[src/rtl/t04_keypad_scan_fifo_if.sv]
// Key-event stream between the keypad scanner and its consumer.
// The master drives the FIFO head; the slave returns ready.
interface t04_keypad_scan_fifo_if #(
    parameter int unsigned CodeW = 4
);
    logic             evt_valid;
    logic             evt_ready;
    logic [CodeW-1:0] evt_code;
    logic             evt_press;
    logic             evt_repeat;

    modport master (
        output evt_valid,
        output evt_code,
        output evt_press,
        output evt_repeat,
        input  evt_ready
    );

    modport slave (
        input  evt_valid,
        input  evt_code,
        input  evt_press,
        input  evt_repeat,
        output evt_ready
    );
endinterface

[src/rtl/t04_keypad_scan_fifo.sv]
// Matrix keypad scanner with per-key debounce, event FIFO and app-mode tracking.
// Optional typematic repeat is enabled by defining KEYPAD_REPEAT_EN.
module t04_keypad_scan_fifo #(
    parameter int unsigned ROWS       = 4,
    parameter int unsigned COLS       = 4,
    parameter int unsigned SCAN_TICKS = 16,
    parameter int unsigned DEB_SCANS  = 3,
    parameter int unsigned DEPTH      = 8,
    parameter int unsigned NUM_APPS   = 4,
    parameter int unsigned MODE_KEY   = 15,
`ifdef KEYPAD_REPEAT_EN
    parameter int unsigned REPEAT_DELAY_SCANS = 32,
    parameter int unsigned REPEAT_RATE_SCANS  = 8,
`endif
    localparam int unsigned NumKeys = ROWS * COLS,
    localparam int unsigned CodeW   = (NumKeys > 1) ? $clog2(NumKeys) : 1,
    localparam int unsigned AppW    = (NUM_APPS > 1) ? $clog2(NUM_APPS) : 1
) (
    input  logic                  clk,
    input  logic                  rst,
    input  logic [ROWS-1:0]       row,
    output logic [COLS-1:0]       column,
    t04_keypad_scan_fifo_if.master evt,
    output logic [NumKeys-1:0]    key_state,
    output logic [AppW-1:0]       app,
    output logic                  overflow,
    input  logic                  ovf_clr
);
    localparam int unsigned TickW     = $clog2(SCAN_TICKS);
    localparam int unsigned ColW      = (COLS > 1) ? $clog2(COLS) : 1;
    localparam int unsigned RowW      = (ROWS > 1) ? $clog2(ROWS) : 1;
    localparam int unsigned CntW      = $clog2(DEB_SCANS + 1);
    localparam int unsigned PtrW      = $clog2(DEPTH);
    localparam int unsigned EntW      = CodeW + 2;
    localparam int unsigned EvalStart = SCAN_TICKS - ROWS;

    logic [ROWS-1:0]    row_s1_q, row_s2_q;
    logic [TickW-1:0]   tick_q, tick_d;
    logic [ColW-1:0]    col_q, col_d;
    logic [COLS-1:0]    column_q, column_d;
    logic [CntW-1:0]    cnt_q [NumKeys];
    logic [CntW-1:0]    cnt_cur, cnt_new;
    logic [NumKeys-1:0] key_state_q, key_state_d;
    logic [AppW-1:0]    app_q, app_d;
    logic               ovf_q, ovf_d;
    logic [EntW-1:0]    mem_q [DEPTH];
    logic [PtrW:0]      wptr_q, wptr_d, rptr_q, rptr_d;
    logic               valid_q, valid_d;
    logic [EntW-1:0]    head_q, head_d;

    logic               eval_en, sample, cur_state;
    logic [RowW-1:0]    r_idx;
    logic [CodeW-1:0]   key_idx;
    logic               flip, flip_press;
    logic               push, push_press, push_rep;
    logic               pop, full, accept, drop;
    logic [EntW-1:0]    entry;

    // Scan timing: one column slot lasts SCAN_TICKS cycles.
    always_comb begin
        tick_d = tick_q + 1'b1;
        col_d  = col_q;
        if (tick_q == TickW'(SCAN_TICKS - 1)) begin
            tick_d = '0;
            col_d  = (col_q == ColW'(COLS - 1)) ? '0 : col_q + 1'b1;
        end
        column_d = COLS'(1) << col_d;
    end

    // The last ROWS ticks of each slot evaluate one key each, leaving the
    // earlier ticks for the synchroniser to settle after the column switch.
    always_comb begin
        eval_en   = (tick_q >= TickW'(EvalStart));
        r_idx     = RowW'(tick_q - TickW'(EvalStart));
        key_idx   = CodeW'(32'(col_q) * ROWS + 32'(r_idx));
        sample    = row_s2_q[r_idx];
        cur_state = key_state_q[key_idx];
        cnt_cur   = cnt_q[key_idx];
    end

    always_comb begin
        cnt_new     = cnt_cur;
        key_state_d = key_state_q;
        flip        = 1'b0;
        flip_press  = 1'b0;
        if (eval_en) begin
            if (sample != cur_state) begin
                if (cnt_cur == CntW'(DEB_SCANS - 1)) begin
                    cnt_new              = '0;
                    key_state_d[key_idx] = sample;
                    flip                 = 1'b1;
                    flip_press           = sample;
                end else begin
                    cnt_new = cnt_cur + 1'b1;
                end
            end else begin
                cnt_new = '0;
            end
        end
    end

`ifdef KEYPAD_REPEAT_EN
    logic             rep_active_q, rep_active_d;
    logic             rep_first_q, rep_first_d;
    logic [CodeW-1:0] rep_key_q, rep_key_d;
    logic [31:0]      rep_cnt_q, rep_cnt_d;
    logic             rep_push;
    logic [31:0]      rep_target;

    always_comb begin
        rep_active_d = rep_active_q;
        rep_first_d  = rep_first_q;
        rep_key_d    = rep_key_q;
        rep_cnt_d    = rep_cnt_q;
        rep_push     = 1'b0;
        rep_target   = rep_first_q ? REPEAT_DELAY_SCANS : REPEAT_RATE_SCANS;
        if (eval_en) begin
            if (flip && flip_press) begin
                rep_active_d = 1'b1;
                rep_first_d  = 1'b1;
                rep_key_d    = key_idx;
                rep_cnt_d    = '0;
            end else if (flip && key_idx == rep_key_q) begin
                rep_active_d = 1'b0;
            end else if (!flip && rep_active_q && key_idx == rep_key_q) begin
                if (rep_cnt_q + 32'd1 >= rep_target) begin
                    rep_push    = 1'b1;
                    rep_cnt_d   = '0;
                    rep_first_d = 1'b0;
                end else begin
                    rep_cnt_d = rep_cnt_q + 32'd1;
                end
            end
        end
        push       = flip | rep_push;
        push_press = flip ? flip_press : 1'b1;
        push_rep   = !flip && rep_push;
    end

    always_ff @(posedge clk) begin
        if (rst) begin
            rep_active_q <= 1'b0;
            rep_first_q  <= 1'b0;
            rep_key_q    <= '0;
            rep_cnt_q    <= '0;
        end else begin
            rep_active_q <= rep_active_d;
            rep_first_q  <= rep_first_d;
            rep_key_q    <= rep_key_d;
            rep_cnt_q    <= rep_cnt_d;
        end
    end
`else
    always_comb begin
        push       = flip;
        push_press = flip_press;
        push_rep   = 1'b0;
    end
`endif

    // Only debounced presses advance the mode; repeats and releases do not.
    always_comb begin
        app_d = app_q;
        if (MODE_KEY < NumKeys && flip && flip_press && key_idx == CodeW'(MODE_KEY)) begin
            app_d = (app_q == AppW'(NUM_APPS - 1)) ? '0 : app_q + 1'b1;
        end
    end

    always_comb begin
        pop    = valid_q && evt.evt_ready;
        full   = (wptr_q[PtrW] != rptr_q[PtrW]) && (wptr_q[PtrW-1:0] == rptr_q[PtrW-1:0]);
        accept = push && (!full || pop);
        drop   = push && full && !pop;
        entry  = {key_idx, push_press, push_rep};
        wptr_d = wptr_q + (PtrW + 1)'(accept);
        rptr_d = rptr_q + (PtrW + 1)'(pop);
        ovf_d  = drop ? 1'b1 : (ovf_clr ? 1'b0 : ovf_q);
        valid_d = (wptr_d != rptr_d);
        head_d  = '0;
        // The head register is refilled from the entry being written when
        // that entry lands exactly at the new read position.
        if (valid_d) begin
            if (accept && wptr_q[PtrW-1:0] == rptr_d[PtrW-1:0]) begin
                head_d = entry;
            end else begin
                head_d = mem_q[rptr_d[PtrW-1:0]];
            end
        end
    end

    always_ff @(posedge clk) begin
        if (rst) begin
            row_s1_q    <= '0;
            row_s2_q    <= '0;
            tick_q      <= '0;
            col_q       <= '0;
            column_q    <= COLS'(1);
            key_state_q <= '0;
            app_q       <= '0;
            ovf_q       <= 1'b0;
            wptr_q      <= '0;
            rptr_q      <= '0;
            valid_q     <= 1'b0;
            head_q      <= '0;
            for (int i = 0; i < NumKeys; i++) cnt_q[i] <= '0;
            for (int i = 0; i < DEPTH; i++) mem_q[i] <= '0;
        end else begin
            row_s1_q    <= row;
            row_s2_q    <= row_s1_q;
            tick_q      <= tick_d;
            col_q       <= col_d;
            column_q    <= column_d;
            key_state_q <= key_state_d;
            app_q       <= app_d;
            ovf_q       <= ovf_d;
            wptr_q      <= wptr_d;
            rptr_q      <= rptr_d;
            valid_q     <= valid_d;
            head_q      <= head_d;
            if (eval_en) cnt_q[key_idx] <= cnt_new;
            if (accept) mem_q[wptr_q[PtrW-1:0]] <= entry;
        end
    end

    assign column         = column_q;
    assign key_state      = key_state_q;
    assign app            = app_q;
    assign overflow       = ovf_q;
    assign evt.evt_valid  = valid_q;
    assign evt.evt_code   = head_q[EntW-1:2];
    assign evt.evt_press  = head_q[1];
    assign evt.evt_repeat = head_q[0];
endmodule
[src/flat_wrapper.sv]
// flat-port wrapper written by rule: the top's interface ports become plain ports
module t04_keypad_scan_fifo_flat 
#(
    parameter int unsigned ROWS       = 4,
    parameter int unsigned COLS       = 4,
    parameter int unsigned SCAN_TICKS = 16,
    parameter int unsigned DEB_SCANS  = 3,
    parameter int unsigned DEPTH      = 8,
    parameter int unsigned NUM_APPS   = 4,
    parameter int unsigned MODE_KEY   = 15,

    localparam int unsigned NumKeys = ROWS * COLS,
    localparam int unsigned CodeW   = (NumKeys > 1) ? $clog2(NumKeys) : 1,
    localparam int unsigned AppW    = (NUM_APPS > 1) ? $clog2(NUM_APPS) : 1
)
  (clk, rst, row, column, key_state, app, overflow, ovf_clr, evt_evt_valid, evt_evt_code, evt_evt_press, evt_evt_repeat, evt_evt_ready);
  t04_keypad_scan_fifo_if evt_i ();
  input  logic clk;
  input  logic rst;
  input  logic [ROWS-1:0] row;
  output logic [COLS-1:0] column;
  output logic [NumKeys-1:0] key_state;
  output logic [AppW-1:0] app;
  output logic overflow;
  input  logic ovf_clr;
  output wire logic [$bits(evt_i.evt_valid)-1:0] evt_evt_valid;
  output wire logic [$bits(evt_i.evt_code)-1:0] evt_evt_code;
  output wire logic [$bits(evt_i.evt_press)-1:0] evt_evt_press;
  output wire logic [$bits(evt_i.evt_repeat)-1:0] evt_evt_repeat;
  input wire logic [$bits(evt_i.evt_ready)-1:0] evt_evt_ready;
  assign evt_evt_valid = evt_i.evt_valid;
  assign evt_evt_code = evt_i.evt_code;
  assign evt_evt_press = evt_i.evt_press;
  assign evt_evt_repeat = evt_i.evt_repeat;
  assign evt_i.evt_ready = evt_evt_ready;
  t04_keypad_scan_fifo #(.ROWS(ROWS), .COLS(COLS), .SCAN_TICKS(SCAN_TICKS), .DEB_SCANS(DEB_SCANS), .DEPTH(DEPTH), .NUM_APPS(NUM_APPS), .MODE_KEY(MODE_KEY)) u_core (.clk(clk), .rst(rst), .row(row), .column(column), .evt(evt_i), .key_state(key_state), .app(app), .overflow(overflow), .ovf_clr(ovf_clr));
endmodule
[config.mk]
export PLATFORM = sky130hd
export DESIGN_NAME = t04_keypad_scan_fifo_flat
export DESIGN_NICKNAME = d
export VERILOG_FILES = /design/src/rtl/t04_keypad_scan_fifo_if.sv /design/src/rtl/t04_keypad_scan_fifo.sv /design/src/flat_wrapper.sv
export SDC_FILE = /design/constraint.sdc
export NUM_CORES = 1
export LEC_CHECK = 0
export CAP_MARGIN = 20
export CORE_UTILIZATION = 30
export CTS_BUF_LIST = sky130_fd_sc_hd__clkbuf_8
export CTS_CLUSTER_DIAMETER = 40
export CTS_CLUSTER_SIZE = 28
export DETAILED_ROUTE_END_ITERATION = 10
export HOLD_SLACK_MARGIN = 0.08
export REMOVE_ABC_BUFFERS = 1
export SYNTH_ARGS = -nofsm -noshare
export SYNTH_HDL_FRONTEND = slang
export SYNTH_SLANG_ARGS = --single-unit
[constraint.sdc]
create_clock -name clk -period 3.7 [get_ports clk]
set_clock_uncertainty 0.15 [all_clocks]
set_input_delay 0.74 -clock clk [delete_from_list [all_inputs] [get_ports clk]]
set_output_delay 0.74 -clock clk [all_outputs]
set_load 0.03 [all_outputs]
==> results.yml <==
status:
  outcome: "finished, final reports clean"
placed_design:
  place_area_um2: 6500
  place_inst: 773
  port_buffers: 36
  gp_congestion: 0.8159
  dpl_worst_slack_ns: 0.05538
  hpwl_mm: 10.02
logic_synthesis:
  yosysTopAreaCell: "edfxtp_1"
  synth-main-ff-cell: "edfxtp_1"
  synthCells: 484
  ys_async_sr_fraction: 0
  yosys-top-cells-count: "edfxtp_1, dfxtp_1, nor2_1"
  syn_area_um2: 5794
  synth_edf_count: 72
  synthTopCellsByArea: "edfxtp_1, dfxtp_1, mux4_2, mux2i_1, o31ai_1"
  synth_top_cell_area_share: 0.3731
  syn_area_per_cell_um2: 11.97
  synth.distinct_cells: 52
  synth.most_common_cell: "edfxtp_1"
  seq_area_frac_synth: 0.5493
  ys_seq_elements: 123
  ys_warn_count: 0
power_and_ir_drop:
  leakagePower_nw: 2.268
  ir_drop_mv: 0.2155
  p_per_area_nw_per_um2: 401.8
  finalPower_mw: 2.757
finish:
  syn2layout_area_growth_pct: 18.44
  seq_area_um2: 3183
  final_nets: 553
  fin_area_um2: 6863
  multi_input_area_um2: 2341
  nFillCells: 1836
  diodes: 0
  final_util: 0.3645
  drive_gt1_frac: 0.1560
  layout.cells.non_filler: 805
drt:
  wl_per_cell_um: 17.92
  finalWirelength_mm: 14.43
  first_iter_violations: 431
  ant_nets: 0
  wl_met2_mm: 7.024
  vias_per_cell: 5.070
  vias: 4081
  top_layer: "met4"
  drt_pass1_iterations: 5
  drc: 0
  wl_met1_mm: 6.353
  wl_met3_um: 918
worst_setup_path:
  rrSetupSlack_ns: 0.31
  crit_start: "u_core.tick_q[0]"
  crit_chain: "buf_4 -> mux4_1 -> nand3_1 -> and4_4 -> nor3_1 -> nand2_1 -> inv_1 -> ha_1 -> ha_1 -> xnor2_1 -> xor2_1 -> a41oi_1 -> buf_4 -> and3_1"
  crit_path_end_kind: "flop"
  crit_type: "flop to flop"
  cp.arrival_ns: 3.57
  cp.depth: 14
  critPathMaxFanout: 6
  cp.buffers_inverters: 3
  worstPathRequired_ns: 3.88
  cp_slowest_cell: "mux4_1"
  start_kind: "flop"
  rr_worst_depth: 14
  worstReg2RegEnd: "u_core.head_q[1]"
  max_stage_delay_ns: 0.56
  critPathTopFamily: "simple AND/OR/NAND/NOR gates"
  worstSetupEndpoint: "u_core.head_q[1]"
  r2r-start: "u_core.tick_q[0]"
flow_run:
  drv_cap: 0
global_route:
  grt_pass1_wl_mm: 22.71
  antenna_found_initial: 0
  grt_usage: 0.1523
  gr-total-overflow: 0
  grt_start_max_net_pins: 41
  grt_pass1_vias: 4088
die:
  dieHeight_um: 141.0
  die_w_um: 141.0
  core-area_um2: 18830
  ios: 38
  initial_core_util: 0.3077
  dieArea_um2: 19870
  num_rows: 50
sta:
  fmax_ghz: 0.2950
  setup-violations-final: 0
  setup_ws_ns: 0.3107
  period_needed_ns: 3.389
  hold_viol: 0
  maxSlewViolCount: 0
  worst_pin_slew_ns: 0.6944
  min_period_over_period: 0.9160
  setup_tns_ns: 0
  slew_headroom: 0.5360
  hold-worst-slack_ns: 0.3024
  rsz0062_at_grt: "no"
cts:
  cts-root-buf: "clkbuf_8"
  cts_made_buffers: 17
  cts_sinks: 123
  cts.clk_slew.worst_paths_ns: 0.08
  cts_tree: "yes"
  post_cts_resized: 0
  post_cts_buffers: 0
  h-tree-depth: 4
  clk_latency_ns: 0.43
  hold_buffers: 0
  clock_path_buffers: 2
hold_path:
  hp-class: "flop to flop"
  min_path_cells: 1
-- flip-flops by register name (all words and copies together), names as in the netlist --
name,flops
u_core.row_s1_q,4
u_core.key_state,16
u_core.row_s2_q,4
u_core.column,4
u_core.tick_q,4
u_core.rptr_q,4
u_core.wptr_q,4
u_core.app,2
u_core.evt.evt_valid,1
u_core.mem_q,40
u_core.head_q,5
u_core.overflow,1
u_core.cnt_q,32
u_core.col_q,2
-- cells by family after synthesis --
group | synth area share
AO/OA/AOI/OAI | 0.09566
XOR/XNOR | 0.02419
adder cells (fa/ha/maj) | 0.02807
buffers and inverters | 0.04793
flip-flops | 0.5493
multiplexers | 0.1201
other | 0.0006472
AND/OR/NAND/NOR | 0.1341
-- worst register-to-register path: stages (launching register included) --
cell and delay [ns]:
dfxtp_1 0.50, buf_4 0.23, mux4_1 0.56, nand3_1 0.13
and4_4 0.24, nor3_1 0.06, nand2_1 0.10, inv_1 0.05
ha_1 0.19, ha_1 0.19, xnor2_1 0.23, xor2_1 0.17
a41oi_1 0.19, buf_4 0.19, and3_1 0.14
-- final cells by class --
type	instances	area share
clock buffers	17	0.03409
clock inverters	15	0.01878
inverters	12	0.006563
multi-input cells	311	0.3411
flip-flops and latches	123	0.4638
well taps	260	0.04740
repair buffers	67	0.08824
-- cells in the final DEF (no fill, tap or decap), drive strengths merged, types with 2 or more instances in the layout --
cell / synthesis / layout
a21oi: 8 / 8
and2: 4 / 4
and3: 3 / 3
and4: 2 / 2
buf: 20 / 31
clkbuf: 18 / 17
clkdlybuf4s50: 0 / 36
clkinv: 2 / 10
clkinvlp: 0 / 2
dfxtp: 51 / 51
edfxtp: 72 / 72
ha: 13 / 13
inv: 10 / 14
mux2i: 24 / 24
mux4: 19 / 19
nand2: 27 / 27
nand3: 12 / 12
nand4: 3 / 3
nor2: 50 / 50
nor2b: 12 / 12
nor3: 36 / 36
o21ai: 18 / 18
o311ai: 15 / 15
o31ai: 26 / 26
o41ai: 3 / 3
or3: 4 / 4
or4: 3 / 3
xnor2: 9 / 9
xor2: 7 / 7
-- how the worst min path moves through the flow --
stage                         endpoint               start  slack (ns)
floorplan           u_core.row_s2_q[0]  u_core.row_s1_q[0]        0.26
global placement    u_core.row_s2_q[1]  u_core.row_s1_q[1]        0.30
detailed placement  u_core.row_s2_q[1]  u_core.row_s1_q[1]        0.29
CTS                 u_core.row_s2_q[0]  u_core.row_s1_q[0]        0.31
global route        u_core.row_s2_q[0]  u_core.row_s1_q[0]        0.32
finish              u_core.row_s2_q[0]  u_core.row_s1_q[0]        0.30
-- layer usage --
layer,vias up,track usage
met4,0,0.05149
met3,12,0.03838
met5,-,0
li1,1919,-
met2,137,0.2430
met1,2013,0.2015
-- power by group --
group          internal [mW]  total, mW  switching, mW
clock                  0.530       1.10          0.574
combinational         0.0644      0.155         0.0909
sequential              1.48       1.50         0.0191
total                   2.07       2.76          0.684
Power figures use the tool's default switching activity.
